<file path="src/rtl/debug_uart_responder.sv">
// debug_uart_responder
// Serializes debug-unit replies (OP_OK, OP_SIGNAL) onto an 8N1, LSB-first,
// idle-high UART line. Requests are latched as pending flags and launched
// from IDLE, OK first. All outputs are registered, so the line follows the
// internal state by one clock.

module debug_uart_responder #(
    parameter int          CLKS_PER_BIT = 868,
    parameter logic [7:0]  OP_SIGNAL    = 8'h01,
    parameter logic [7:0]  OP_OK        = 8'h02
) (
    input  logic        clk,
    input  logic        rst_n,
    input  logic        req_ok,
    input  logic        req_signal,
    input  logic [31:0] pc,
    input  logic [31:0] signals,
    output logic        uart_tx,
    output logic        busy,
    output logic        frame_done
);

    localparam int            TW     = (CLKS_PER_BIT > 1) ? $clog2(CLKS_PER_BIT) : 1;
    localparam logic [TW-1:0] T_LAST = TW'(CLKS_PER_BIT - 1);

    typedef enum logic [1:0] {
        ST_IDLE  = 2'd0,
        ST_START = 2'd1,
        ST_DATA  = 2'd2,
        ST_STOP  = 2'd3
    } state_t;

    state_t        state_r, state_s;
    logic          pend_ok_r, pend_ok_s;
    logic          pend_sig_r, pend_sig_s;
    logic [TW-1:0] timer_r, timer_s;
    logic [2:0]    bit_idx_r, bit_idx_s;
    logic [3:0]    byte_idx_r, byte_idx_s;
    logic [7:0]    shift_r, shift_s;
    logic [63:0]   snap_r, snap_s;
    logic          is_sig_r, is_sig_s;
    logic          done_r, done_s;
    logic          tx_s, busy_s, tick_s;
    logic          launch_ok_s, launch_sig_s;

    // Select payload byte idx (0 = pc[7:0] ... 7 = signals[31:24]) from the snapshot.
    function automatic logic [7:0] payload_byte(input logic [63:0] snap, input logic [2:0] idx);
        logic [7:0] b;
        b = 8'h00;
        case (idx)
            3'd0:    b = snap[7:0];
            3'd1:    b = snap[15:8];
            3'd2:    b = snap[23:16];
            3'd3:    b = snap[31:24];
            3'd4:    b = snap[39:32];
            3'd5:    b = snap[47:40];
            3'd6:    b = snap[55:48];
            3'd7:    b = snap[63:56];
            default: b = 8'h00;
        endcase
        return b;
    endfunction

    // Next-state, byte sequencing, pending-flag update and line value.
    always_comb begin
        state_s      = state_r;
        timer_s      = timer_r;
        bit_idx_s    = bit_idx_r;
        byte_idx_s   = byte_idx_r;
        shift_s      = shift_r;
        snap_s       = snap_r;
        is_sig_s     = is_sig_r;
        done_s       = 1'b0;
        tx_s         = 1'b1;
        launch_ok_s  = 1'b0;
        launch_sig_s = 1'b0;
        tick_s       = (timer_r == T_LAST);
        case (state_r)
            ST_IDLE: begin
                timer_s = TW'(0);
                if (pend_ok_r) begin
                    launch_ok_s = 1'b1;
                    is_sig_s    = 1'b0;
                    shift_s     = OP_OK;
                    byte_idx_s  = 4'd0;
                    state_s     = ST_START;
                end else if (pend_sig_r) begin
                    launch_sig_s = 1'b1;
                    is_sig_s     = 1'b1;
                    shift_s      = OP_SIGNAL;
                    snap_s       = {signals, pc};
                    byte_idx_s   = 4'd0;
                    state_s      = ST_START;
                end else begin
                    state_s = ST_IDLE;
                end
            end
            ST_START: begin
                tx_s = 1'b0;
                if (tick_s) begin
                    timer_s   = TW'(0);
                    bit_idx_s = 3'd0;
                    state_s   = ST_DATA;
                end else begin
                    timer_s = timer_r + TW'(1);
                end
            end
            ST_DATA: begin
                tx_s = shift_r[bit_idx_r];
                if (tick_s) begin
                    timer_s = TW'(0);
                    if (bit_idx_r == 3'd7) begin
                        state_s = ST_STOP;
                    end else begin
                        bit_idx_s = bit_idx_r + 3'd1;
                    end
                end else begin
                    timer_s = timer_r + TW'(1);
                end
            end
            ST_STOP: begin
                tx_s = 1'b1;
                if (tick_s) begin
                    timer_s = TW'(0);
                    // byte_idx counts payload bytes already loaded; 8 means the frame is complete
                    if (is_sig_r && (byte_idx_r < 4'd8)) begin
                        shift_s    = payload_byte(snap_r, byte_idx_r[2:0]);
                        byte_idx_s = byte_idx_r + 4'd1;
                        state_s    = ST_START;
                    end else begin
                        done_s  = 1'b1;
                        state_s = ST_IDLE;
                    end
                end else begin
                    timer_s = timer_r + TW'(1);
                end
            end
            default: begin
                state_s = ST_IDLE;
            end
        endcase
        // A request in the launch cycle re-arms its flag.
        pend_ok_s  = req_ok     | (pend_ok_r  & ~launch_ok_s);
        pend_sig_s = req_signal | (pend_sig_r & ~launch_sig_s);
        busy_s     = (state_r != ST_IDLE);
    end

    // State, datapath and registered outputs with synchronous active-low reset.
    always_ff @(posedge clk) begin
        if (!rst_n) begin
            state_r    <= ST_IDLE;
            pend_ok_r  <= 1'b0;
            pend_sig_r <= 1'b0;
            timer_r    <= TW'(0);
            bit_idx_r  <= 3'd0;
            byte_idx_r <= 4'd0;
            shift_r    <= 8'h00;
            snap_r     <= 64'h0;
            is_sig_r   <= 1'b0;
            done_r     <= 1'b0;
            uart_tx    <= 1'b1;
            busy       <= 1'b0;
            frame_done <= 1'b0;
        end else begin
            state_r    <= state_s;
            pend_ok_r  <= pend_ok_s;
            pend_sig_r <= pend_sig_s;
            timer_r    <= timer_s;
            bit_idx_r  <= bit_idx_s;
            byte_idx_r <= byte_idx_s;
            shift_r    <= shift_s;
            snap_r     <= snap_s;
            is_sig_r   <= is_sig_s;
            done_r     <= done_s;
            uart_tx    <= tx_s;
            busy       <= busy_s;
            frame_done <= done_r;
        end
    end

endmodule

</file>
<file path="config.mk">
export PLATFORM = sky130hd
export DESIGN_NAME = debug_uart_responder
export DESIGN_NICKNAME = d
export VERILOG_FILES = /design/src/rtl/debug_uart_responder.sv
export SDC_FILE = /design/constraint.sdc
export NUM_CORES = 1
export LEC_CHECK = 0
export CAP_MARGIN = 30
export CORE_UTILIZATION = 40
export DETAILED_ROUTE_END_ITERATION = 8
export SLEW_MARGIN = 10
export SYNTH_ARGS = -nofsm -noshare
export SYNTH_HDL_FRONTEND = slang
export SYNTH_SLANG_ARGS = --single-unit
</file>
<file path="constraint.sdc">
create_clock -name clk -period 2.85 [get_ports clk]
set_clock_uncertainty 0.2 [all_clocks]
set_input_delay 0.57 -clock clk [delete_from_list [all_inputs] [get_ports clk]]
set_output_delay 0.57 -clock clk [all_outputs]
set_load 0.005 [all_outputs]
</file>
==> results of run 1 <==
layout by cell type (no fill, tap or decap), drive strengths merged, types with 3 or more instances in the layout:
| cell | count |
|---|---|
| nand3 | 17 |
| clkdlybuf4s50 | 69 |
| clkinvlp | 4 |
| o21ai | 15 |
| nand2 | 147 |
| and3 | 5 |
| nor2b | 9 |
| ha | 13 |
| a21oi | 13 |
| inv | 6 |
| xnor2 | 4 |
| nor2 | 19 |
| o221ai | 4 |
| dfxtp | 98 |
| clkbuf | 10 |
| and2 | 4 |
| a221oi | 8 |
| a222oi | 3 |
| a21boi | 64 |
| nand2b | 6 |
| nand4 | 4 |
| mux2i | 4 |
| xor2 | 4 |
| a22oi | 12 |
| buf | 6 |
through the flow:
step | hold WS, ps | utilization | cells | cell area [um^2]
floorplan | 212 | - | 519 | 4420
global placement | 213 | 0.481 | 698 | 5190
detailed placement | 220 | 0.483 | 699 | 5210
CTS | 242 | 0.499 | 715 | 5390
global route | 273 | 0.499 | 715 | 5390
finish | 243 | 0.499 | 715 | 5390
logic make-up after synthesis:
family                   synth area share
AND/OR/NAND/NOR                     0.228
AO/OA/AOI/OAI                       0.214
flip-flops                          0.444
buffers and inverters              0.0391
adder cells (fa/ha/maj)            0.0368
XOR/XNOR                           0.0159
multiplexers                       0.0218
final cells by class:
class                   instances  share of cell area
clock buffers                  10              0.0237
clock inverters                 6             0.00813
inverters                       6             0.00418
multi-input cells             380               0.425
flip-flops and latches         98               0.364
well taps                     140              0.0325
repair buffers                 75               0.142
Yosys cell counts, types with 2 or more instances:
library cell / number
nand2b_1: 6
and2_1: 4
xor2_1: 4
a221oi_1: 8
a21oi_2: 2
buf_1: 3
o21ai_1: 10
dfxtp_1: 98
mux4_2: 2
o221ai_1: 4
a222oi_1: 3
buf_2: 12
ha_1: 13
mux2i_1: 4
nand4_1: 4
xnor2_1: 4
nor2b_1: 9
o21ai_0: 5
clkbuf_1: 19
and3_1: 5
nor3_1: 2
nor2_1: 18
inv_1: 5
nand3_1: 16
a21boi_1: 64
a21oi_1: 11
nand2_1: 147
a22oi_1: 12
per-layer routing:
metal / track usage / vias to the layer above
li1: - / 1876
met4: 0.0616 / 0
met1: 0.247 / 1719
met3: 0.0523 / 15
met5: 0 / -
met2: 0.302 / 61
power by group:
part           internal [mW]  switching (mW)  total (mW)
registers               1.52          0.0946        1.62
logic                  0.349           0.449       0.798
clock network          0.317           0.485       0.803
sequential cells by signal, indices dropped and copies added, names as in the netlist, 2 cells and up:
signal	count
shift_r	8
bit_idx_r	3
state_r	2
byte_idx_r	4
snap_r	64
timer_r	10
worst min-delay path by stage:
stage,to,start
6_report,frame_done,done_r
5_1_grt,snap_r[49],snap_r[49]
4_1_cts,frame_done,done_r
3_5_place_dp,frame_done,done_r
3_3_place_gp,frame_done,done_r
2_1_floorplan,frame_done,done_r
==> flow_summary.html, run 1 <==
<table>
<tr><th>Metric</th><th>Value</th></tr>
<tr><th colspan="2">Logic synthesis</th></tr>
<tr><td>Async set-reset flop share out of synthesis</td><td>0</td></tr>
<tr><td>Register bit total from synthesis</td><td>between 90 and 100</td></tr>
<tr><td>Warnings from Yosys</td><td>0</td></tr>
<tr><td>Instance count of the mapped netlist</td><td>a little over 500</td></tr>
<tr><td>Cell type contributing the most total cell area after synthesis</td><td>dfxtp_1</td></tr>
<tr><td>Area contributors post-synth</td><td>dfxtp_1 44%, nand2_1 12%, a21boi_1 11%</td></tr>
<tr><td>Synth Cell Area</td><td>~4400 um^2</td></tr>
<tr><td>Fraction of post-synthesis cell area in the top cell type by area</td><td>0.444</td></tr>
<tr><td>Number of synthesized flops with an enable pin</td><td>0</td></tr>
<tr><td>Top_reg_cell synth</td><td>dfxtp_1</td></tr>
<tr><td>Average instance area after synthesis</td><td>8.51 um^2</td></tr>
<tr><td>Post-synth cell types</td><td>53</td></tr>
<tr><td>Share of the yosys chip area belonging to registers</td><td>0.444</td></tr>
<tr><td>Post-synthesis net count</td><td>600</td></tr>
<tr><th colspan="2">STA</th></tr>
<tr><td>Relative max-transition margin</td><td>0.518</td></tr>
<tr><td>Post-route clock period utilization</td><td>0.923</td></tr>
<tr><td>Minimum clock period</td><td>approximately 2600 ps</td></tr>
<tr><td>Slew of the pin with the lowest slew margin</td><td>just over 700 ps</td></tr>
<tr><td>Final WS setup</td><td>219 ps</td></tr>
<tr><td>Total negative slack</td><td>0 ps</td></tr>
<tr><td>Maximum clock frequency</td><td>around 380 MHz</td></tr>
<tr><td>Final hold viol count</td><td>0</td></tr>
<tr><td>Max-slew violations</td><td>0</td></tr>
<tr><td>RSZ-0062 raised after global routing</td><td>false</td></tr>
<tr><td>Final setup viols</td><td>0</td></tr>
<tr><th colspan="2">Setup path</th></tr>
<tr><td>Start-to-end type of the worst setup path</td><td>reg -&gt; reg</td></tr>
<tr><td>Number of buffer and inverter stages on the critical path</td><td>1</td></tr>
<tr><td>Endpoint kind of the worst setup timing path</td><td>flip-flop</td></tr>
<tr><td>Largest delay contributor family on the critical path</td><td>compound AO/OA/AOI/OAI gates</td></tr>
<tr><td>Register-to-Register Setup Slack</td><td>about 220 ps</td></tr>
<tr><td>Setup crit end</td><td>shift_r[4]</td></tr>
<tr><td>Delay of the slowest cell on the worst path</td><td>roughly 500 ps</td></tr>
<tr><td>Data arrival time of the worst path</td><td>roughly 2700 ps</td></tr>
<tr><td>Cells on worst reg2reg path</td><td>7</td></tr>
<tr><td>Worst reg2reg path startpoint</td><td>byte_idx_r[1]</td></tr>
<tr><td>Worst path slowest cell</td><td>a222oi_1</td></tr>
<tr><td>Critical Path, Cell by Cell</td><td>inv_1 &gt; ha_1 &gt; a222oi_1 &gt; a21oi_1 &gt; a221oi_1 &gt; a21oi_1 &gt; a22o_1</td></tr>
<tr><td>Most numerous cell on the critical path</td><td>a21oi_1</td></tr>
<tr><td>Reg2Reg Capture Point</td><td>shift_r[4]</td></tr>
<tr><td>Critical-path maximum fanout</td><td>19</td></tr>
<tr><td>Setup crit start kind</td><td>flip-flop</td></tr>
<tr><td>Startpoint of the worst setup timing path</td><td>byte_idx_r[1]</td></tr>
<tr><td>Stages on the worst setup path</td><td>7</td></tr>
<tr><td>Required @ worst endpoint</td><td>2910 ps</td></tr>
<tr><th colspan="2">Layout</th></tr>
<tr><td>Final-layout fill cell count</td><td>approximately 1100</td></tr>
<tr><td># nets final</td><td>between 600 and 700</td></tr>
<tr><td>Ratio of cells with drive above 1 in the final layout</td><td>0.0591</td></tr>
<tr><td>Number of diodes</td><td>0</td></tr>
<tr><td>Layout overhead on the synthesized area</td><td>21.9%</td></tr>
<tr><td>Multi-input gate area</td><td>about 2300 um^2</td></tr>
<tr><td>Seq. cell area</td><td>a little under 2000 um^2</td></tr>
<tr><th colspan="2">GRT</th></tr>
<tr><td>Total routing resource utilization after global routing</td><td>0.189</td></tr>
<tr><td>Number of global-route vias before repair</td><td>around 3500</td></tr>
<tr><td>Overflow left after global routing</td><td>0</td></tr>
<tr><td>Largest net degree at the start of global routing</td><td>between 60 and 70</td></tr>
<tr><td>Number of antenna violations at the first check in global routing</td><td>0</td></tr>
<tr><td>Global-route wire length before repair</td><td>between 15000 and 20000 um</td></tr>
<tr><th colspan="2">CTS</th></tr>
<tr><td>Source-to-sink clock delay at the later pin of the worst-skew pair</td><td>around 370 ps</td></tr>
<tr><td>H-tree depth</td><td>3</td></tr>
<tr><td>CTS clk-pin slew, worst paths</td><td>around 90 ps</td></tr>
<tr><td>PostCTS Resize Cnt</td><td>0</td></tr>
<tr><td>Total CTS buffers</td><td>9</td></tr>
<tr><td>Post-CTS setup buffers</td><td>0</td></tr>
<tr><td>CTS tree</td><td>done</td></tr>
<tr><td>Number of clock sinks</td><td>~100</td></tr>
<tr><td>Number of buffers between clock root and the deepest sink</td><td>2</td></tr>
<tr><td>CTS hold repair buffers</td><td>0</td></tr>
<tr><td>Clock root buffer</td><td>clkbuf_8</td></tr>
<tr><th colspan="2">Pwr</th></tr>
<tr><td>Total Power Consumption</td><td>3.22 mW</td></tr>
<tr><td>Peak supply drop</td><td>0.246 mV</td></tr>
<tr><td>Leakage</td><td>1.86 nW</td></tr>
<tr><td>Ratio of total power to cell area</td><td>approximately 600 nW/um^2</td></tr>
<tr><th colspan="2">Flow run</th></tr>
<tr><td>Max Cap Viol</td><td>0</td></tr>
<tr><th colspan="2">Placement</th></tr>
<tr><td>Routability congestion estimate</td><td>approximately 0.80</td></tr>
<tr><td>Total half-perimeter wirelength after legalization and detailed placement</td><td>roughly 7400 um</td></tr>
<tr><td>Post-Place Worst Slack</td><td>~270 ps</td></tr>
<tr><td>Port buffer count</td><td>70</td></tr>
<tr><th colspan="2">Outcome</th></tr>
<tr><td>Outcome</td><td>complete, no violations</td></tr>
<tr><th colspan="2">Die</th></tr>
<tr><td>Starting Density</td><td>0.409</td></tr>
<tr><td>Area of the placeable core</td><td>roughly 11000 um^2</td></tr>
<tr><td>Die height</td><td>107 um</td></tr>
<tr><td>Die Width</td><td>107 um</td></tr>
<tr><td>Boundary pin count</td><td>71</td></tr>
<tr><td>Total Die Area</td><td>11500 um^2</td></tr>
<tr><td>Row count</td><td>38</td></tr>
<tr><th colspan="2">Route</th></tr>
<tr><td>Iter 0 DRT Violations</td><td>about 210</td></tr>
<tr><td>Highest Signal Layer</td><td>met4</td></tr>
<tr><td>Wire length on met3</td><td>433 um</td></tr>
<tr><td>Total wire length</td><td>approximately 10000 um</td></tr>
<tr><td>Via-to-Cell Ratio</td><td>5.13</td></tr>
<tr><td># DRC</td><td>0</td></tr>
<tr><td>Routed WL per cell</td><td>approximately 14 um</td></tr>
<tr><td>Detailed-route via count</td><td>3671</td></tr>
<tr><td>Met1 Wirelength</td><td>slightly below 5000 um</td></tr>
<tr><td>Number of antenna-violating nets in the routed design</td><td>0</td></tr>
<tr><td>Length of routed met2 wiring</td><td>4710 um</td></tr>
<tr><td>First-pass iteration count of the detailed router</td><td>4</td></tr>
<tr><th colspan="2">Hold path</th></tr>
<tr><td>Type of the most critical hold path</td><td>reg -&gt; reg</td></tr>
<tr><td>Worst hold stages</td><td>1</td></tr>
</table>
(Power assumes the default switching activity.)
==> inputs of run 2 (changes only) <==
CAP_MARGIN = 20   (was 30)
CORE_UTILIZATION = 53   (was 40)
CTS_BUF_LIST = sky130_fd_sc_hd__clkbuf_16   (was unset)
PLACE_DENSITY = 0.79   (was unset)
==> run 2 against run 1 <==
Non-clock buffer count is 1 higher. Critical endpoint unchanged. First-iteration DRC count grew 7.1%. Global-route usage rose by 5.8 points. Count of clock-buffer cells in the layout shrank 1. Critical path type unchanged. Sequential power about the same. Routed wire length decreased by 1.3%. Final area is 2.3% higher.
==> flow_summary.html, run 2 (synthesis gave the netlist of run 1 again) <==
<table>
<tr><th>Metric</th><th>Value</th></tr>
<tr><th colspan="2">Outcome</th></tr>
<tr><td>Outcome</td><td>complete, no violations</td></tr>
<tr><th colspan="2">Route</th></tr>
<tr><td>Total wire length</td><td>about 10000 um</td></tr>
<tr><td>Routed WL per cell</td><td>about 15 um</td></tr>
<tr><td>Detailed-route via count</td><td>3767</td></tr>
<tr><td>Number of antenna-violating nets in the routed design</td><td>0</td></tr>
<tr><td>Iter 0 DRT Violations</td><td>about 230</td></tr>
<tr><td>First-pass iteration count of the detailed router</td><td>6</td></tr>
<tr><td>Via-to-Cell Ratio</td><td>roughly 5.6</td></tr>
<tr><td># DRC</td><td>0</td></tr>
<tr><th colspan="2">Layout</th></tr>
<tr><td>Layout overhead on the synthesized area</td><td>24.7%</td></tr>
<tr><td>Ratio of cells with drive above 1 in the final layout</td><td>0.0608</td></tr>
<tr><td>Register with the most flip-flops</td><td>snap_r</td></tr>
<tr><td>Top flop regs</td><td>snap_r x64, timer_r x10, shift_r x8</td></tr>
<tr><td>Number of flip-flops under the largest register name</td><td>between 60 and 70</td></tr>
<tr><td>Most common cell after layout, fill and taps aside</td><td>nand2_1</td></tr>
<tr><td>Top library cells by usage in the layout, fill and taps aside</td><td>147 x nand2_1, 98 x dfxtp_1, 69 x clkdlybuf4s50_1</td></tr>
<tr><td># nets final</td><td>~650</td></tr>
<tr><td>Number of diodes</td><td>0</td></tr>
<tr><th colspan="2">Die</th></tr>
<tr><td>Boundary pin count</td><td>71</td></tr>
<tr><td>Area of the placeable core</td><td>slightly below 8000 um^2</td></tr>
<tr><td>Die Width</td><td>a little over 90 um</td></tr>
<tr><td>Starting Density</td><td>0.560</td></tr>
<tr><td>Row count</td><td>32</td></tr>
<tr><td>Die height</td><td>approximately 93 um</td></tr>
<tr><td>Total Die Area</td><td>a little under 9000 um^2</td></tr>
<tr><th colspan="2">CTS</th></tr>
<tr><td>CTS hold repair buffers</td><td>0</td></tr>
<tr><td>PostCTS Resize Cnt</td><td>0</td></tr>
<tr><td>Total CTS buffers</td><td>9</td></tr>
<tr><td>Source-to-sink clock delay at the later pin of the worst-skew pair</td><td>340 ps</td></tr>
<tr><td>H-tree depth</td><td>3</td></tr>
<tr><td>CTS clk-pin slew, worst paths</td><td>roughly 60 ps</td></tr>
<tr><td>Number of clock sinks</td><td>98</td></tr>
<tr><td>Post-CTS setup buffers</td><td>0</td></tr>
<tr><td>CTS tree</td><td>done</td></tr>
<tr><td>Clock root buffer</td><td>clkbuf_16</td></tr>
<tr><td>Number of buffers between clock root and the deepest sink</td><td>2</td></tr>
<tr><th colspan="2">Placement</th></tr>
<tr><td>Port buffer count</td><td>70</td></tr>
<tr><td>Routability congestion estimate</td><td>roughly 0.8</td></tr>
<tr><td>Total half-perimeter wirelength after legalization and detailed placement</td><td>7160 um</td></tr>
<tr><th colspan="2">Setup path</th></tr>
<tr><td>Endpoint kind of the worst setup timing path</td><td>flip-flop</td></tr>
<tr><td>Start-to-end type of the worst setup path</td><td>reg -&gt; reg</td></tr>
<tr><td>Critical-path maximum fanout</td><td>11</td></tr>
<tr><td>Setup crit start kind</td><td>flip-flop</td></tr>
<tr><td>Required @ worst endpoint</td><td>2890 ps</td></tr>
<tr><td>Data arrival time of the worst path</td><td>2370 ps</td></tr>
<tr><th colspan="2">STA</th></tr>
<tr><td>RSZ-0062 raised after global routing</td><td>false</td></tr>
<tr><td>Total negative slack</td><td>0 ps</td></tr>
<tr><td>Final hold viol count</td><td>0</td></tr>
<tr><td>Relative max-transition margin</td><td>0.607</td></tr>
<tr><td>Worst Hold Margin</td><td>around 230 ps</td></tr>
<tr><td>Final setup viols</td><td>0</td></tr>
<tr><td>Max-slew violations</td><td>0</td></tr>
<tr><td>Minimum clock period</td><td>2330 ps</td></tr>
<tr><td>Post-route clock period utilization</td><td>0.818</td></tr>
<tr><td>Slew of the pin with the lowest slew margin</td><td>588 ps</td></tr>
<tr><td>Maximum clock frequency</td><td>between 400 and 500 MHz</td></tr>
<tr><th colspan="2">Hold path</th></tr>
<tr><td>Type of the most critical hold path</td><td>reg -&gt; reg</td></tr>
<tr><th colspan="2">GRT</th></tr>
<tr><td>Global-route wire length before repair</td><td>between 15000 and 20000 um</td></tr>
<tr><td>Overflow left after global routing</td><td>0</td></tr>
<tr><td>Total routing resource utilization after global routing</td><td>0.247</td></tr>
<tr><td>Largest net degree at the start of global routing</td><td>between 60 and 70</td></tr>
<tr><td>Number of antenna violations at the first check in global routing</td><td>0</td></tr>
<tr><td>Number of global-route vias before repair</td><td>about 3600</td></tr>
<tr><th colspan="2">Pwr</th></tr>
<tr><td>Cell-internal power</td><td>2.73 mW</td></tr>
<tr><td>Relative contribution of sequential cells to total power</td><td>0.430</td></tr>
<tr><td>Share of total power in combinational logic</td><td>0.207</td></tr>
<tr><td>Ratio of total power to cell area</td><td>687 nW/um^2</td></tr>
<tr><td>P_sw</td><td>1.06 mW</td></tr>
<tr><td>Switching part of the total</td><td>0.280</td></tr>
<tr><td>Leakage</td><td>1.96 nW</td></tr>
<tr><td>Peak supply drop</td><td>slightly above 0.4 mV</td></tr>
<tr><td>Clock network fraction of design power</td><td>0.363</td></tr>
<tr><th colspan="2">Flow run</th></tr>
<tr><td>Max Cap Viol</td><td>0</td></tr>
</table>
-- run 2: changes by cell type in the layout (fill, tap and decap cells not counted), sizes merged --
| cell | previous run | this run |
|---|---|---|
| buf | 6 | 7 |
| clkbuf | 10 | 9 |
| inv | 6 | 7 |
| clkinvlp | 4 | 0 |
| bufinv | 0 | 3 |
| clkinv | 2 | 3 |
-- run 2: power by group through the flow --
stage	sequential (mW)	clock, mW	combinational [mW]
final	1.63	1.37	0.785
after detailed placement	1.66	0	0.792
after floorplan	1.62	0	0.562
after global routing	1.64	1.44	0.889
after global placement	1.65	0	0.763
after CTS	1.63	1.39	0.794
-- run 2: worst paths after layout --
check	cells past startpoint	slack (ps)	from	end
worst max-delay path	7	520	state_r[0]	shift_r[4]
worst min-delay path	1	230	done_r	frame_done
worst max register to register	7	520	state_r[0]	shift_r[4]
worst min register to register	1	230	done_r	frame_done
-- run 2: stage by stage --
step	cells	area, um^2	worst slack, ps	power, mW	util
global route	678	5510	363	3.98	0.698
global placement	662	5170	601	2.41	0.655
detailed placement	662	5170	531	2.45	0.655
CTS	678	5510	520	3.81	0.698
floorplan	519	4420	797	2.18	-
finish	678	5510	519	3.79	0.698
-- run 2: critical path, cell delays in order (launching register included) --
cell     delay, ps
dfxtp_1        370
inv_1           80
ha_1           300
nor3b_4        210
a211o_1        320
a21oi_2        380
nor2b_1        120
a22o_1         240
-- run 2: layout make-up --
cell class                      count  area, um^2
Clock inverter                      7         116
Clock buffer                        9         225
Sequential cell                    98        1960
Timing Repair Buffer               76         766
Tap cell                          102         128
Inverter                            6        22.5
Multi-Input combinational cell    380        2290
Fill cell                         601        2380
-- run 2: per-layer routing --
layer / track usage / routed length, um / vias up / share of wire
met4: 0.0667 / 143 / 0 / 0.014
met5: 0 / 0 / - / 0
met3: 0.0667 / 503 / 15 / 0.050
met1: 0.299 / 4310 / 1760 / 0.43
li1: - / - / 1889 / -
met2: 0.431 / 5100 / 103 / 0.51
